## src/rtl/tea_pkg.sv

```systemverilog
// tea_pkg: shared constants, state encoding and round mixing function for tea_core
package tea_pkg;
  localparam logic [15:0] DELTA = 16'h9E37;
  localparam logic [9:0] ENTRY_ENC = 10'h080;
  localparam logic [9:0] ENTRY_DEC = 10'h164;
  localparam logic [2:0] SIZE_BYTE = 3'd0;
  localparam logic [2:0] SIZE_HALF = 3'd1;
  localparam logic [2:0] SIZE_WORD = 3'd2;
  typedef enum logic [2:0] {HOLD, LD_PARAM, LD_DATA, LD_KEY, ROUND, ST_DATA, DONE} state_t;
  function automatic logic [15:0] mix(input logic [15:0] v, input logic [15:0] ka, input logic [15:0] kb, input logic [15:0] s);
    return ((v << 4) + ka) ^ (v + s) ^ ((v >> 5) + kb);
  endfunction
endpackage

```

## src/rtl/tea_round.sv

```systemverilog
// tea_round: one combinational TEA round, encrypt or decrypt
module tea_round (
  input  logic        enc,
  input  logic [15:0] v0,
  input  logic [15:0] v1,
  input  logic [15:0] k0,
  input  logic [15:0] k1,
  input  logic [15:0] k2,
  input  logic [15:0] k3,
  input  logic [15:0] sum,
  output logic [15:0] v0_n,
  output logic [15:0] v1_n,
  output logic [15:0] sum_n
);
  import tea_pkg::*;
  logic [15:0] s_enc, v0_e, v1_e, v0_d, v1_d;
  assign s_enc = sum + DELTA;
  assign v0_e  = v0 + mix(v1, k0, k1, s_enc);
  assign v1_e  = v1 + mix(v0_e, k2, k3, s_enc);
  assign v1_d  = v1 - mix(v0, k2, k3, sum);
  assign v0_d  = v0 - mix(v1_d, k0, k1, sum);
  assign v0_n  = enc ? v0_e : v0_d;
  assign v1_n  = enc ? v1_e : v1_d;
  assign sum_n = enc ? s_enc : sum - DELTA;
endmodule

```

## src/rtl/tea_core.sv

```systemverilog
// tea_core: bus-mastering TEA engine that encrypts/decrypts a 32-bit block in place
module tea_core (
  input  logic        clk,
  input  logic        rst,
  input  logic        setb,
  output logic        idle,
  input  logic [9:0]  pc0,
  input  logic [31:0] a00,
  input  logic [31:0] ra0,
  input  logic [31:0] a40,
  input  logic [31:0] a50,
  input  logic [31:0] sp0,
  output logic [31:0] addr,
  output logic [2:0]  size,
  output logic        valid,
  output logic        write,
  output logic [31:0] wdata,
  input  logic [31:0] rdata,
  input  logic        ready
);
  import tea_pkg::*;
  state_t state, state_n;
  logic [9:0] pc_q;
  logic [31:0] a_q, dat_p, key_p, req_addr;
  logic [15:0] rounds, v0, v1, sum, half, v0_n, v1_n, sum_n;
  logic [15:0] k [4];
  logic [1:0] idx, last_idx;
  logic [2:0] req_size;
  logic enc, entry, xfer, last, bus_st;
  logic unused_ctx;
  assign unused_ctx = ^{ra0, a40, a50, sp0};
  assign enc   = pc_q == ENTRY_ENC;
  assign entry = enc | (pc_q == ENTRY_DEC);
  assign xfer  = valid & ready;
  assign last  = idx == last_idx;
  assign half  = rdata[{addr[1], 4'b0000} +: 16];
  assign idle  = (state == DONE) | ((state == HOLD) & ~setb);
  tea_round u_round (
    .enc(enc), .v0(v0), .v1(v1), .k0(k[0]), .k1(k[1]), .k2(k[2]), .k3(k[3]),
    .sum(sum), .v0_n(v0_n), .v1_n(v1_n), .sum_n(sum_n)
  );
  // Address, size and transfer count for the pending bus request of the current phase
  always_comb begin
    last_idx = state == LD_PARAM ? 2'd2 : state == LD_KEY ? 2'd3 : 2'd1;
    bus_st   = state inside {LD_PARAM, LD_DATA, LD_KEY, ST_DATA};
    req_addr = state == LD_PARAM ? a_q + {28'd0, idx, 2'b00}
             : (state == LD_KEY ? key_p : dat_p) + {29'd0, idx, 1'b0};
    req_size = state == LD_PARAM ? SIZE_WORD : SIZE_HALF;
  end
  // State register
  always_ff @(posedge clk)
    if (rst) state <= HOLD;
    else state <= state_n;
  // Next-state logic; DONE waits for setb to drop so a held setb cannot rerun
  always_comb begin
    state_n = state;
    case (state)
      HOLD:     if (setb) state_n = entry ? LD_PARAM : DONE;
      LD_PARAM: if (xfer && last) state_n = LD_DATA;
      LD_DATA:  if (xfer && last) state_n = LD_KEY;
      LD_KEY:   if (xfer && last) state_n = ROUND;
      ROUND:    if (rounds == '0) state_n = ST_DATA;
      ST_DATA:  if (xfer && last) state_n = DONE;
      DONE:     if (!setb) state_n = HOLD;
      default:  state_n = HOLD;
    endcase
  end
  // Bus master: request held until ready, then one idle cycle before the next request
  always_ff @(posedge clk)
    if (rst) begin
      valid <= 1'b0;
      write <= 1'b0;
      addr  <= '0;
      size  <= SIZE_BYTE;
      wdata <= '0;
      idx   <= '0;
      pc_q  <= '0;
      a_q   <= '0;
    end else begin
      if (state == HOLD && !setb) begin
        pc_q <= pc0;
        a_q  <= a00;
      end
      if (xfer) begin
        valid <= 1'b0;
        idx   <= last ? 2'd0 : idx + 2'd1;
      end else if (bus_st && !valid) begin
        valid <= 1'b1;
        addr  <= req_addr;
        size  <= req_size;
        write <= state == ST_DATA;
        wdata <= {16'h0000, idx[0] ? v1 : v0};
      end
    end
  // Datapath: capture read data per phase and advance one round per cycle
  always_ff @(posedge clk) begin
    if (xfer && state == LD_PARAM)
      case (idx)
        2'd0: begin
          rounds <= rdata[15:0];
          sum    <= enc ? 16'h0000 : 16'(DELTA * rdata[15:0]);
        end
        2'd1:    dat_p <= rdata;
        default: key_p <= rdata;
      endcase
    if (xfer && state == LD_DATA) begin
      if (idx[0]) v1 <= half;
      else v0 <= half;
    end
    if (xfer && state == LD_KEY) k[idx] <= half;
    if (state == ROUND && rounds != '0) begin
      v0     <= v0_n;
      v1     <= v1_n;
      sum    <= sum_n;
      rounds <= rounds - 16'd1;
    end
  end
endmodule

```

## config.mk

```make
export PLATFORM = sky130hd
export DESIGN_NAME = tea_core
export DESIGN_NICKNAME = d
export VERILOG_FILES = /design/src/rtl/tea_pkg.sv /design/src/rtl/tea_round.sv /design/src/rtl/tea_core.sv
export SDC_FILE = /design/constraint.sdc
export NUM_CORES = 1
export LEC_CHECK = 0
export CORE_MARGIN = 2
export CORE_UTILIZATION = 45
export DETAILED_ROUTE_END_ITERATION = 8
export GPL_ROUTABILITY_DRIVEN = 0
export PLACE_DENSITY = 0.66
export SYNTH_ARGS = -nofsm -noshare
export SYNTH_HDL_FRONTEND = slang
export SYNTH_HIERARCHICAL = 1
export SYNTH_SLANG_ARGS = --single-unit
```

## constraint.sdc

```tcl
create_clock -name clk -period 10.17 [get_ports clk]
set_input_delay 2.034 -clock clk [delete_from_list [all_inputs] [get_ports clk]]
set_output_delay 2.034 -clock clk [all_outputs]
set_load 0.02 [all_outputs]
```

Yosys cells after proc, flatten, opt, wreduce, memory -nomap -nowiden:

Memory sizes are Yosys's and may differ from the RTL's.
Index checks and enable logic that the tools add are counted.

* bitwise gates (word level): 15
* reduce and logical (&&, ||, !) cells: 27
* muxes and demuxes: 34
* $add $sub $neg: 22
* shift operators: 1
* equal/unequal tests: 18
* multipliers: 1

Operators by type and width (number)
* 16-bit two-way mux: 17
* 16-bit adder: 10
* 16-bit bitwise XOR: 8
* 11-bit by 16-bit adder with 16-bit output: 4
* 32-bit two-way mux: 2
* 32-bit by 3-bit adder with 32-bit output: 1
* 32-bit by 4-bit adder with 32-bit output: 1
* 32-bit by 6-bit indexed part select with 16-bit output: 1
* 16-bit subtractor: 2
* 3-bit two-way mux: 8
* 3-bit one-hot mux with 7 select lines: 1
* 16-bit adder (second input constant): 1
* 16-bit logical NOT: 1
* 16-bit by 16-bit multiplier with 16-bit output (first input constant): 1
* 16-bit nonzero test: 1
* 16-bit by 1-bit subtractor with 16-bit output (second input constant): 1
* 16-bit subtractor (second input constant): 1
* 2-bit AND reduction: 6
* 10-bit by 8-bit == test with 1-bit output (second input constant): 1
* 10-bit by 9-bit == test with 1-bit output (second input constant): 1
* 2-bit != test (second input constant): 5
* 3-bit == test (second input constant): 3
* 2-bit two-way mux: 4
* 2-bit nonzero test: 4
* 17 further kinds: 33

* memories kept: 1
* output and inout bits: 70
* register bits: 228
* word-level logic and storage cells: 134
* RAM bits: 64
* input bits: 206

Memories
* k: depth 4, width 16, read ports 4, clocked after memory_dff 0, write ports 1, RTL line tea_core.sv:26 `logic [15:0] k [4];`

Logic depth before layout (Yosys ltp):

* word-level depth: 11
* depth in mapped cells: 37
* depth with buffers taken out: 37

Modules after synthesis:

The synthesis kept the hierarchy.

Modules (own cells, without submodules)
* tea_core: times used 1, seq. area each 7747.4 um2, cells an instance 1479, area each 15677.5 um2
* tea_round: times used 1, seq. area each 0.0 um2, cells an instance 1406, area each 10874.2 um2

Worst setup path after synthesis:

OpenSTA, ideal clock, no wires.

* path type: reg-to-reg
* start point: register v0[5]
* end point: register v0[15], data pin
* stages on the path, launching flop included: 34
* arrival time: 7.005 ns
* period minus slack after synthesis: 7.260 ns
* buffers on the path: 0
* data required time: 9.916 ns
* setup slack: 2.910 ns
* cells stage by stage: edfxtp_1 -> ha_1 -> fa_1 -> a21o_1 -> a21o_1 -> a21o_1 -> a21o_1 -> a21oi_1 -> o21ai_0 -> a21o_1 -> a21oi_1 -> nor2b_1 -> xnor2_1 -> xor2_1 -> ha_1 -> o211a_1 -> a221oi_1 -> o21ai_0 -> xnor3_1 -> ha_1 -> nor2_1 -> nor4b_1 -> nor3_1 -> xnor2_1 -> xor2_1 -> ha_1 -> nand3_1 -> o2111a_1 -> nor3_1 -> xnor3_1 -> xnor2_1 -> xnor2_1 -> mux2i_1 -> o21a_1

* word-level cells in the longest chain between the ends: 10
* elaborated cells on any way between the ends: 15
* those cells by class: add/sub: 9; mux: 2; bitwise: 4

Ends and longest elaborated chain
* from (decl): RTL line tea_core.sv:25 `logic [15:0] rounds, v0, v1, sum, half, v0_n, v1_n, sum_n;`
* from (signal assigned): RTL line tea_core.sv:108 `else v0 <= half;`
* from (signal assigned): RTL line tea_core.sv:112 `v0 <= v0_n;`
* 16-bit adder: RTL line tea_pkg.sv:11 `return ((v << 4) + ka) ^ (v + s) ^ ((v >> 5) + kb);`
* 16-bit bitwise XOR (2 in a row): RTL line tea_pkg.sv:11
* 16-bit subtractor: RTL line tea_round.sv:20 `assign v1_d = v1 - mix(v0, k2, k3, sum);`
* 16-bit adder: RTL line tea_pkg.sv:11
* 16-bit bitwise XOR (2 in a row): RTL line tea_pkg.sv:11
* 16-bit subtractor: RTL line tea_round.sv:21 `assign v0_d = v0 - mix(v1_d, k0, k1, sum);`
* 16-bit two-way mux (*): RTL line tea_round.sv:22 `assign v0_n = enc ? v0_e : v0_d;`
* net v0_n[15]: RTL line tea_core.sv:25
* 16-bit two-way mux (*): RTL line tea_core.sv:111 `if (state == ROUND && rounds != '0) begin`

The timed path passes the listed nets; every way through them passes the cells marked *.
A chain may end at the register's enable or synchronous reset.

Worst setup path after layout:

Same ends and word-level chain as after synthesis.

==> impl_metrics.ini <==
[synth]
synth_area_sq_um = 26600
seq_area_frac_synth_pct = 29.2
synth_edf_count = 192
yosysTopAreaCell = edfxtp_1
async_flop_share_pct = 0
avgSynthCellArea_sq_um = 9.20
synthDistinctLibCells = 93
synthFlopType = edfxtp_1
synth_area_leaders = edfxtp_1 22%, ha_1 14%, xnor2_1 12%
synth_cells = 2885
yosys_warnings = 6
synth_seq_cells = 291
synth_top_area_share_pct = 21.7

[cts]
cts_tree = done
clk_pin_slew_ns = 0.06
clk_latency_ns = 0.58
numCtsBuffers = 36
post_cts_buffers = 0
clock_path_buffers = 3
htreeDepth = 2
hold_buffers = 0
clock-root-buffer = clkbuf_16
ctsResizeCount = 0
clock-sinks = 291

[sta]
max_slew_margin_pct = 7.95
fin_crit_sh_pct = 89.5
hold_viol = 0
clock.fmax_ghz = 0.110
slew_violations = 0
tns_ns = 0
rsz0062_at_grt = false
fin_crit_ns = 9.10
worst_pin_slew_ns = 1.37
setup_violations = 0
fin_skew_ns = 0.0234

[critical_path]
critPathLaunchType = flop
rr_startpoint = v0[5]
critical_path_depth = 33
crit_type = reg -> reg
crit_required_ns = 10.50
cp_slowest_cell = edfxtp_1
reg2reg_depth = 33
critical_path_peak_fanout = 6
cpPeakStageDelay_ns = 0.60
critPathMostFrequentCell = a21o_1
cp-end-kind = flop
crit_family = compound AO/OA/AOI/OAI gates
timing.rr.end = v0[15]
endpoint = v0[15]
crit_start = v0[5]
r2r_setup_slack_ns = 1.07
crit_arrival_ns = 9.43
cp_num_buf_inv = 0

[grt]
grt_pass1_vias = 21400
antenna_found_initial = 0
grt_usage_pct = 27.0
grt_pass1_wl_mm = 125
overflow = 0
grt_max_degree = 99

[routing]
dr.pass1.iters = 5
ant_nets = 0
drt-total-wl_mm = 83.6
first_iter_violations = 2144
wl_per_cell_um = 22.0
vias = 22200
drc_errors = 0
routed_via_density = 5.84

[final_layout]
layout-drive-gt1-share_pct = 5.12
diodes = 0
layout_common_cells = 353 x xnor2_1, 302 x ha_1, 281 x nand2_1, 192 x a21oi_1, 192 x edfxtp_1
final_common_cell = xnor2_1
area_growth_pct = 12.7
nFillCells = 5292
finalNetCount = 3568

[place]
portBuffers = 130
dp_hpwl_mm = 65.8

[die]
die-area_sq_um = 61000
row_count = 89
dieHeight_um = 247
io_pins = 276
core_area_sq_um = 58700
die_w_um = 247
start_util_pct = 45.2

[min_path]
hold_class = reg -> reg

[job]
cap_viol_max_count = 0

[run_status]
outcome = completed
[metal layers]
metal	GRT usage [%]	wire length [um]	vias up
met5	0	0	-
met4	12.3	3940	0
met3	3.58	6000	201
met2	43.5	37900	870
li1	-	-	10400
met1	36.0	35800	10700
[cells by family after synthesis]
| group | Yosys count | synth area share, % |
|---|---|---|
| XOR/XNOR | 460 | 15.5 |
| adder cells (fa/ha/maj) | 360 | 18.6 |
| other | 1 | 0.0141 |
| flip-flops | 291 | 29.2 |
| buffers and inverters | 285 | 4.38 |
| multiplexers | 62 | 2.44 |
| AO/OA/AOI/OAI | 653 | 16.0 |
| AND/OR/NAND/NOR | 773 | 13.8 |
[metrics by stage]
step / cell area, sq um / worst slack, ns / hold WS, ns / instances / util (%)
floorplan: 26600 / 2.91 / 0.436 / 2901 / -
global placement: 28700 / 1.52 / 0.440 / 3737 / 48.9
detailed placement: 28700 / 1.29 / 0.445 / 3737 / 48.9
CTS: 29900 / 1.26 / 0.458 / 3802 / 51.0
global route: 29900 / 0.606 / 0.474 / 3802 / 51.0
finish: 29900 / 1.07 / 0.454 / 3802 / 51.0
[synthesized netlist by cell type, types with 9 or more instances]
cell / count
a211oi_1: 35
a21boi_0: 13
a21o_1: 85
a21oi_1: 193
a31oi_1: 17
and3_1: 25
buf_2: 12
buf_4: 19
clkbuf_1: 64
dfxtp_1: 99
edfxtp_1: 192
fa_1: 58
ha_1: 302
inv_1: 180
mux2_2: 22
mux2i_1: 40
nand2_1: 281
nand2b_1: 38
nand3_1: 61
nand4_1: 16
nor2_1: 171
nor2b_1: 25
nor3_1: 69
nor4_1: 15
o211ai_1: 14
o21a_1: 53
o21ai_0: 130
o21bai_1: 22
o41ai_1: 10
or2_2: 9
or3_1: 15
xnor2_1: 353
xor2_1: 98
[worst min path at each step]
stage | startpoint | end | slack, ns | cells past startpoint
floorplan | a_q[0] | a_q[0] | 0.44 | 2
global placement | addr[15] | addr[15] | 0.44 | 1
detailed placement | addr[15] | addr[15] | 0.44 | 1
CTS | addr[15] | addr[15] | 0.46 | 1
global route | pc_q[3] | pc_q[3] | 0.47 | 2
finish | addr[15] | addr[15] | 0.45 | 1
[state kept, by name, summed over array words and instances, names as in the netlist]
register,cells
idx,2
wdata,16
dat_p,32
state,3
size,2
v0,16
pc_q,10
addr,32
a_q,32
valid,1
v1,16
k,64
write,1
rounds,16
key_p,32
sum,16
[area by class of cell]
| class | instances | area, sq um | share of cell area (%) |
|---|---|---|---|
| clock buffers | 45 | 976 | 3.26 |
| clock inverters | 20 | 229 | 0.765 |
| inverters | 182 | 683 | 2.28 |
| multi-input cells | 2325 | 17700 | 59.3 |
| flip-flops and latches | 291 | 7750 | 25.9 |
| well taps | 773 | 967 | 3.23 |
| repair buffers | 166 | 1570 | 5.25 |
Power is left out: the tool's default activity adds up to more than one toggle a clock period on the data nets, which glitch-free logic cannot reach.
